## src/rtl/qp_mem_arbiter.sv

```systemverilog
// -----------------------------------------------------------------------------
// qp_mem_arbiter
//
// Shares a single-port query-patch SRAM between the patch-matching engine and
// a Wishbone debug port. The engine owns the SRAM by default. When the
// Wishbone side raises wbs_debug, ownership moves over once no engine read is
// still waiting for its data. Ownership returns to the engine once wbs_debug
// drops while the Wishbone side is idle.
//
// Engine reads return in order through a 2-entry response FIFO. A read is
// only accepted when it is guaranteed a FIFO slot.
//
// Ports
//   wb_clk_i, wb_rst_ni        clock, synchronous active-low reset
//   wbs_debug                  Wishbone side requests SRAM ownership
//   wbs_qp_mem_*               Wishbone-side SRAM port (csb/web active-low)
//   eng_req_*                  engine request channel (valid/ready)
//   eng_rsp_*                  engine read-response channel (valid/ready)
//   mem_*                      SRAM port 0 (csb/web active-low)
//   wbs_drop                   sticky: a Wishbone access arrived without
//                              ownership and was discarded
//
// State table
//   ENG   | engine owns the SRAM
//   DRAIN | handover requested, waiting for the last engine read to land
//   WBS   | Wishbone side owns the SRAM
// -----------------------------------------------------------------------------
module qp_mem_arbiter #(
    parameter int DATA_WIDTH = 11,
    parameter int PATCH_SIZE = 5,
    parameter int NUM_QUERYS = 408,
    parameter int ADDRW      = $clog2(NUM_QUERYS)
) (
    input  logic                             wb_clk_i,
    input  logic                             wb_rst_ni,

    input  logic                             wbs_debug,
    input  logic                             wbs_qp_mem_csb0,
    input  logic                             wbs_qp_mem_web0,
    input  logic [ADDRW-1:0]                 wbs_qp_mem_addr0,
    input  logic [PATCH_SIZE*DATA_WIDTH-1:0] wbs_qp_mem_wpatch0,
    output logic [PATCH_SIZE*DATA_WIDTH-1:0] wbs_qp_mem_rpatch0,

    input  logic                             eng_req_valid,
    input  logic                             eng_req_we,
    input  logic [ADDRW-1:0]                 eng_req_addr,
    input  logic [PATCH_SIZE*DATA_WIDTH-1:0] eng_req_wpatch,
    output logic                             eng_req_ready,

    output logic                             eng_rsp_valid,
    input  logic                             eng_rsp_ready,
    output logic [PATCH_SIZE*DATA_WIDTH-1:0] eng_rsp_rpatch,

    output logic                             mem_csb0,
    output logic                             mem_web0,
    output logic [ADDRW-1:0]                 mem_addr0,
    output logic [PATCH_SIZE*DATA_WIDTH-1:0] mem_wpatch0,
    input  logic [PATCH_SIZE*DATA_WIDTH-1:0] mem_rpatch0,

    output logic                             wbs_drop
);

    localparam int PW = PATCH_SIZE * DATA_WIDTH;

    typedef enum logic [1:0] {
        ST_ENG   = 2'd0,
        ST_DRAIN = 2'd1,
        ST_WBS   = 2'd2
    } state_e;

    state_e          state_q, state_d;

    // One-cycle SRAM read latency means at most one engine read is ever
    // between acceptance and capture.
    logic            rd_infl_q, rd_infl_d;

    logic [1:0]      cnt_q, cnt_d;
    logic            rd_ptr_q, rd_ptr_d;
    logic            wr_ptr_q, wr_ptr_d;
    logic [PW-1:0]   fifo_q [2];

    logic            drop_q, drop_d;

    logic            credit_ok;
    logic            accept;
    logic            rd_accept;
    logic            push;
    logic            pop;

    // Credits count FIFO occupancy plus the read still in flight. A pop in
    // the same cycle is deliberately not credited, which keeps the ready path
    // independent of eng_rsp_ready.
    assign credit_ok = (({1'b0, cnt_q} + {2'b00, rd_infl_q}) < 3'd2);

    assign accept    = eng_req_valid && eng_req_ready;
    assign rd_accept = accept && !eng_req_we;
    assign push      = rd_infl_q;
    assign pop       = (cnt_q != 2'd0) && eng_rsp_ready;

    // ------------------------------------------------------------------
    // FSM: state register
    // ------------------------------------------------------------------
    always_ff @(posedge wb_clk_i) begin
        if (!wb_rst_ni) begin
            state_q <= ST_ENG;
        end else begin
            state_q <= state_d;
        end
    end

    // ------------------------------------------------------------------
    // FSM: next state
    // ------------------------------------------------------------------
    always_comb begin
        state_d = state_q;
        unique case (state_q)
            ST_ENG: begin
                if (wbs_debug) begin
                    state_d = ST_DRAIN;
                end
            end
            ST_DRAIN: begin
                // A read accepted on the way into DRAIN lands in the FIFO at
                // the end of this cycle, so nothing is left in flight after
                // this edge and the SRAM is free for the Wishbone side.
                if (!rd_infl_d) begin
                    state_d = ST_WBS;
                end
            end
            ST_WBS: begin
                // Only hand back while the Wishbone side is idle, so an
                // access in progress is never cut off.
                if (!wbs_debug && wbs_qp_mem_csb0) begin
                    state_d = ST_ENG;
                end
            end
            default: begin
                state_d = ST_ENG;
            end
        endcase
    end

    // ------------------------------------------------------------------
    // FSM: outputs (SRAM mux and engine ready)
    // ------------------------------------------------------------------
    always_comb begin
        eng_req_ready = 1'b0;
        mem_csb0      = 1'b1;
        mem_web0      = 1'b1;
        mem_addr0     = '0;
        mem_wpatch0   = '0;

        if (wb_rst_ni) begin
            unique case (state_q)
                ST_ENG: begin
                    eng_req_ready = eng_req_we || credit_ok;
                    if (eng_req_valid && eng_req_ready) begin
                        mem_csb0    = 1'b0;
                        mem_web0    = !eng_req_we;
                        mem_addr0   = eng_req_addr;
                        mem_wpatch0 = eng_req_wpatch;
                    end
                end
                ST_WBS: begin
                    mem_csb0    = wbs_qp_mem_csb0;
                    mem_web0    = wbs_qp_mem_web0;
                    mem_addr0   = wbs_qp_mem_addr0;
                    mem_wpatch0 = wbs_qp_mem_wpatch0;
                end
                default: begin
                end
            endcase
        end
    end

    // ------------------------------------------------------------------
    // Response FIFO and drop flag: next-state logic
    // ------------------------------------------------------------------
    always_comb begin
        rd_infl_d = rd_accept;
        rd_ptr_d  = rd_ptr_q ^ pop;
        wr_ptr_d  = wr_ptr_q ^ push;

        cnt_d = cnt_q;
        unique case ({push, pop})
            2'b10:   cnt_d = cnt_q + 2'd1;
            2'b01:   cnt_d = cnt_q - 2'd1;
            default: cnt_d = cnt_q;
        endcase

        // A Wishbone select without ownership never reaches the SRAM.
        drop_d = drop_q;
        if ((state_q != ST_WBS) && !wbs_qp_mem_csb0) begin
            drop_d = 1'b1;
        end
    end

    always_ff @(posedge wb_clk_i) begin
        if (!wb_rst_ni) begin
            rd_infl_q <= 1'b0;
            cnt_q     <= 2'd0;
            rd_ptr_q  <= 1'b0;
            wr_ptr_q  <= 1'b0;
            drop_q    <= 1'b0;
        end else begin
            rd_infl_q <= rd_infl_d;
            cnt_q     <= cnt_d;
            rd_ptr_q  <= rd_ptr_d;
            wr_ptr_q  <= wr_ptr_d;
            drop_q    <= drop_d;
        end
    end

    // Storage needs no reset; the count alone decides what is valid.
    always_ff @(posedge wb_clk_i) begin
        if (push) begin
            fifo_q[wr_ptr_q] <= mem_rpatch0;
        end
    end

    assign eng_rsp_valid      = (cnt_q != 2'd0);
    assign eng_rsp_rpatch     = fifo_q[rd_ptr_q];
    assign wbs_qp_mem_rpatch0 = mem_rpatch0;
    assign wbs_drop           = drop_q;

endmodule
```

## config.mk

```make
export PLATFORM = sky130hd
export DESIGN_NAME = qp_mem_arbiter
export DESIGN_NICKNAME = d
export VERILOG_FILES = /design/src/rtl/qp_mem_arbiter.sv
export SDC_FILE = /design/constraint.sdc
export NUM_CORES = 1
export LEC_CHECK = 0
export CORE_AREA = 2 2 143 145
export CTS_BUF_LIST = sky130_fd_sc_hd__clkbuf_8
export DETAILED_ROUTE_END_ITERATION = 10
export DIE_AREA = 0 0 145 147
export PLACE_DENSITY_LB_ADDON = 0.15
export SYNTH_ARGS = -nofsm -noshare
export SYNTH_HDL_FRONTEND = slang
export SYNTH_SLANG_ARGS = --single-unit
```

## constraint.sdc

```tcl
create_clock -name wb_clk_i -period 2 [get_ports wb_clk_i]
set_input_delay 0.4 -clock wb_clk_i [delete_from_list [all_inputs] [get_ports wb_clk_i]]
set_output_delay 0.4 -clock wb_clk_i [all_outputs]
set_load 0.005 [all_outputs]
```

==> results of run 1 <==
[worst max-delay path by stage]
| stage | startpoint | endpoint | slack (ns) | cells after the start |
|---|---|---|---|---|
| floorplan | push | fifo_q[1][0] | -0.13 | 1 |
| global placement | wb_rst_ni | mem_addr0[4] | -0.58 | 6 |
| detailed placement | wb_rst_ni | mem_addr0[5] | -0.60 | 6 |
| CTS | state_q[0] | mem_wpatch0[0] | -0.22 | 8 |
| global route | state_q[0] | mem_wpatch0[46] | -0.27 | 8 |
| finish | state_q[0] | mem_wpatch0[46] | -0.17 | 8 |
[final cells by class]
class | count | area (µm²) | share of cell area (%)
Multi-Input combinational cell | 281 | 2200 | 20.1
Clock inverter | 15 | 129 | 1.18
Clock buffer | 17 | 234 | 2.14
Antenna cell | 2 | 5.00 | 0.0457
Tap cell | 270 | 338 | 3.08
Sequential cell | 119 | 3490 | 31.9
Inverter | 4 | 15.0 | 0.137
Timing Repair Buffer | 450 | 4540 | 41.5
[placed cells by master, fill, tap and decap left out, types with 3 or more instances in the layout]
cell type / count
buf_4: 20
clkbuf_16: 5
nand3_2: 17
dfxtp_1: 4
clkinv_2: 3
nand2_1: 49
clkbuf_2: 15
nand3_1: 47
edfxtp_1: 110
xnor2_1: 3
nand2_2: 11
buf_8: 4
clkbuf_8: 17
o21ai_1: 33
buf_12: 17
inv_1: 4
nor2b_1: 3
mux2_4: 38
buf_16: 11
clkdlybuf4s15_1: 4
buf_6: 55
clkinvlp_4: 6
clkdlybuf4s50_1: 245
mux2_2: 17
nand2_4: 6
dfxtp_2: 4
buf_2: 72
inv_6: 3
nand2b_1: 3
o21ai_2: 31
[timing repair]
item,in CTS,in global routing
endpoints found under the setup margin,123,114
setup buffers,32,10
endpoints found under the hold margin,0,0
gates resized for setup,526,159
pin swaps,11,29
gates cloned,15,5
[through the flow]
stage / util [%] / area, µm² / setup slack (ns) / hold slack, ns / setup TNS (ns)
floorplan: - / 5860 / -0.134 / 0.464 / -14.73
global placement: 48.4 / 9600 / -0.582 / 0.456 / -34.48
detailed placement: 48.4 / 9600 / -0.603 / 0.454 / -35.85
CTS: 52.9 / 10500 / -0.221 / 0.472 / -12.14
global route: 55.2 / 11000 / -0.267 / 0.496 / -14.34
finish: 55.2 / 11000 / -0.173 / 0.467 / -5.95
[kinds of logic after synthesis]
logic type      after synthesis  share of synthesized area [%]
simple gates                146                           11.4
flops                       119                           59.4
buf+inv                      94                           10.9
fa+ha+maj                     3                          0.640
xor+xnor                      3                          0.448
compound gates               74                           6.66
mux                          55                           10.6
[sequential cells by signal (all words and copies together) (netlist names), named ones only]
signal / cells
wr_ptr_q: 1
push: 1
fifo_q: 110
wbs_drop: 1
rd_ptr_q: 1
cnt_q: 2
state_q: 2
[metal layers]
| metal | vias up | wire length (µm) |
|---|---|---|
| li1 | 2499 | - |
| met1 | 2531 | 7800 |
| met2 | 237 | 10800 |
| met3 | 28 | 1380 |
| met4 | 0 | 542 |
| met5 | - | 0 |
[critical path, stage by stage (launching register included)]
cell and delay (ns):
dfxtp_2 0.32, and2b_4 0.27, buf_12 0.12, buf_8 0.10, buf_12 0.11, buf_16 0.12
nand3_1 0.07, o21ai_1 0.10, buf_2 0.14
[power by group through the flow]
stage / Clock, mW / Combinational, mW / Sequential, mW
floorplan: 0 / 0.622 / 2.86
global placement: 0 / 1.64 / 2.86
detailed placement: 0 / 1.65 / 2.86
CTS: 2.03 / 1.96 / 2.81
global route: 2.14 / 2.26 / 2.82
finish: 1.96 / 2.13 / 2.81
==> out/qor.yml, run 1 <==
timing:
  fin_crit_ns: 2.17
  worst_clock_skew_ns: 0.00974
  max_freq_ghz: 0.460
  relSlewSlack_pct: 66.7
  finalWorstSetupSlack_ns: -0.173
  finalSetupViolations: 78
  slew_violations: 0
  finalCritPeriodShare_pct: 109
  hold_violations: 0
  worst_pin_slew_ns: 0.499
  rsz0062_at_grt: "true"
critical_path:
  required_ns: 1.60
  arrival_ns: 1.77
  cp-end-kind: "primary output"
  rr_startpoint: "cnt_q[1]"
  ff2ff_setup_slack_ns: 0.45
  r2r_end: "cnt_q[1]"
  setup.worst_path.class: "reg -> out"
  start_kind: "flop"
  r2r_cells: 5
  cp_max_fo: 8
synthesis:
  synth.most_common_cell: "edfxtp_1"
  yosysTopAreaCell: "edfxtp_1"
  synth_area_per_cell_um2: 11.9
  synth.distinct_cells: 32
  synth_nets: 688
  async_reset_ff_share_pct: 0
  yosys-top-cells-count: "edfxtp_1, buf_4, nand2_1, nand3_1, mux2_2"
  ys_seq_area_share_pct: 59.4
  synth-edff-count: 110
  synth_area_leaders: "edfxtp_1, mux2_2, buf_4, nand3_1, o21ai_1"
  synthFlopType: "edfxtp_1"
  netlist_area_um2: 5860
  ys_seq_elements: 119
  yosysTopAreaCellShare_pct: 56.3
  syn-instance-count: 494
  ys.warnings.count: 0
power_and_ir_drop:
  ir_worst_vdd_mv: 0.328
  leakage_nw: 4.24
  netSwitchingFraction_pct: 25.8
  combPwrFrac_pct: 30.9
  p_per_area_nw_per_um2: 630
  intPower_mw: 5.12
  power_mw: 6.90
  clkPwrFrac_pct: 28.4
  power_frac_seq_pct: 40.8
  power_switching_mw: 1.78
place:
  portBuffers: 369
  dpl.cell_count: 1069
  gp_congestion: 0.844
  hpwl_um: 13900
clocking:
  numClockSinks: 119
  cts-buffers-inserted: 17
  hold_buffers: 0
  clk_latency_ns: 0.41
  cts_tree: "done"
  htreeDepth: 4
  cts.clk_slew.worst_paths_ns: 0.07
  root_buffer: "clkbuf_8"
  cts_buffer_depth: 2
routing:
  ant_nets: 0
  vias: 5295
  drtIter0Drc: 183
  via_per_inst: 4.57
  drc: 0
  wl_um: 20500
  routedWlPerCell_um: 17.7
  dr.pass1.iters: 4
global_route:
  grt_max_degree: 56
  grtUsageMet1_pct: 19.8
  antenna_found_initial: 2
  grt_pass1_wl_um: 30100
  grt.total_usage_pct: 18.3
  grt_busiest_layer: "met2"
  met2_usage_pct: 33.3
  grt_pass1_vias: 5345
  grt_use_met3_pct: 5.81
  grt_overflow_total: 0
floorplan:
  core_area_um2: 19800
  die_w_um: 145
  die_area_um2: 21300
  start_util_pct: 29.5
  die_y_um: 147
  placementRows: 52
  pin_count: 370
min_path:
  holdPathStages: 1
  min_to: "wbs_drop"
  hp-start: "wbs_drop"
  min_path_type: "reg -> reg"
finish:
  nets: 1067
  layout.cells.non_filler: 1158
  num-fill-cells: 1719
  area_growth_pct: 86.8
  layout-drive-gt1-share_pct: 41.1
run:
  drv_cap: 0
run_status:
  status: "finished, violations left"
  violations: "negative setup slack"
(Power assumes the default switching activity.)
==> run 2, diff against run 1 <==
CAP_MARGIN = 40   (was default)
==> results of run 2 <==
Final layout, timing and power as in run 1 (identical DEF).
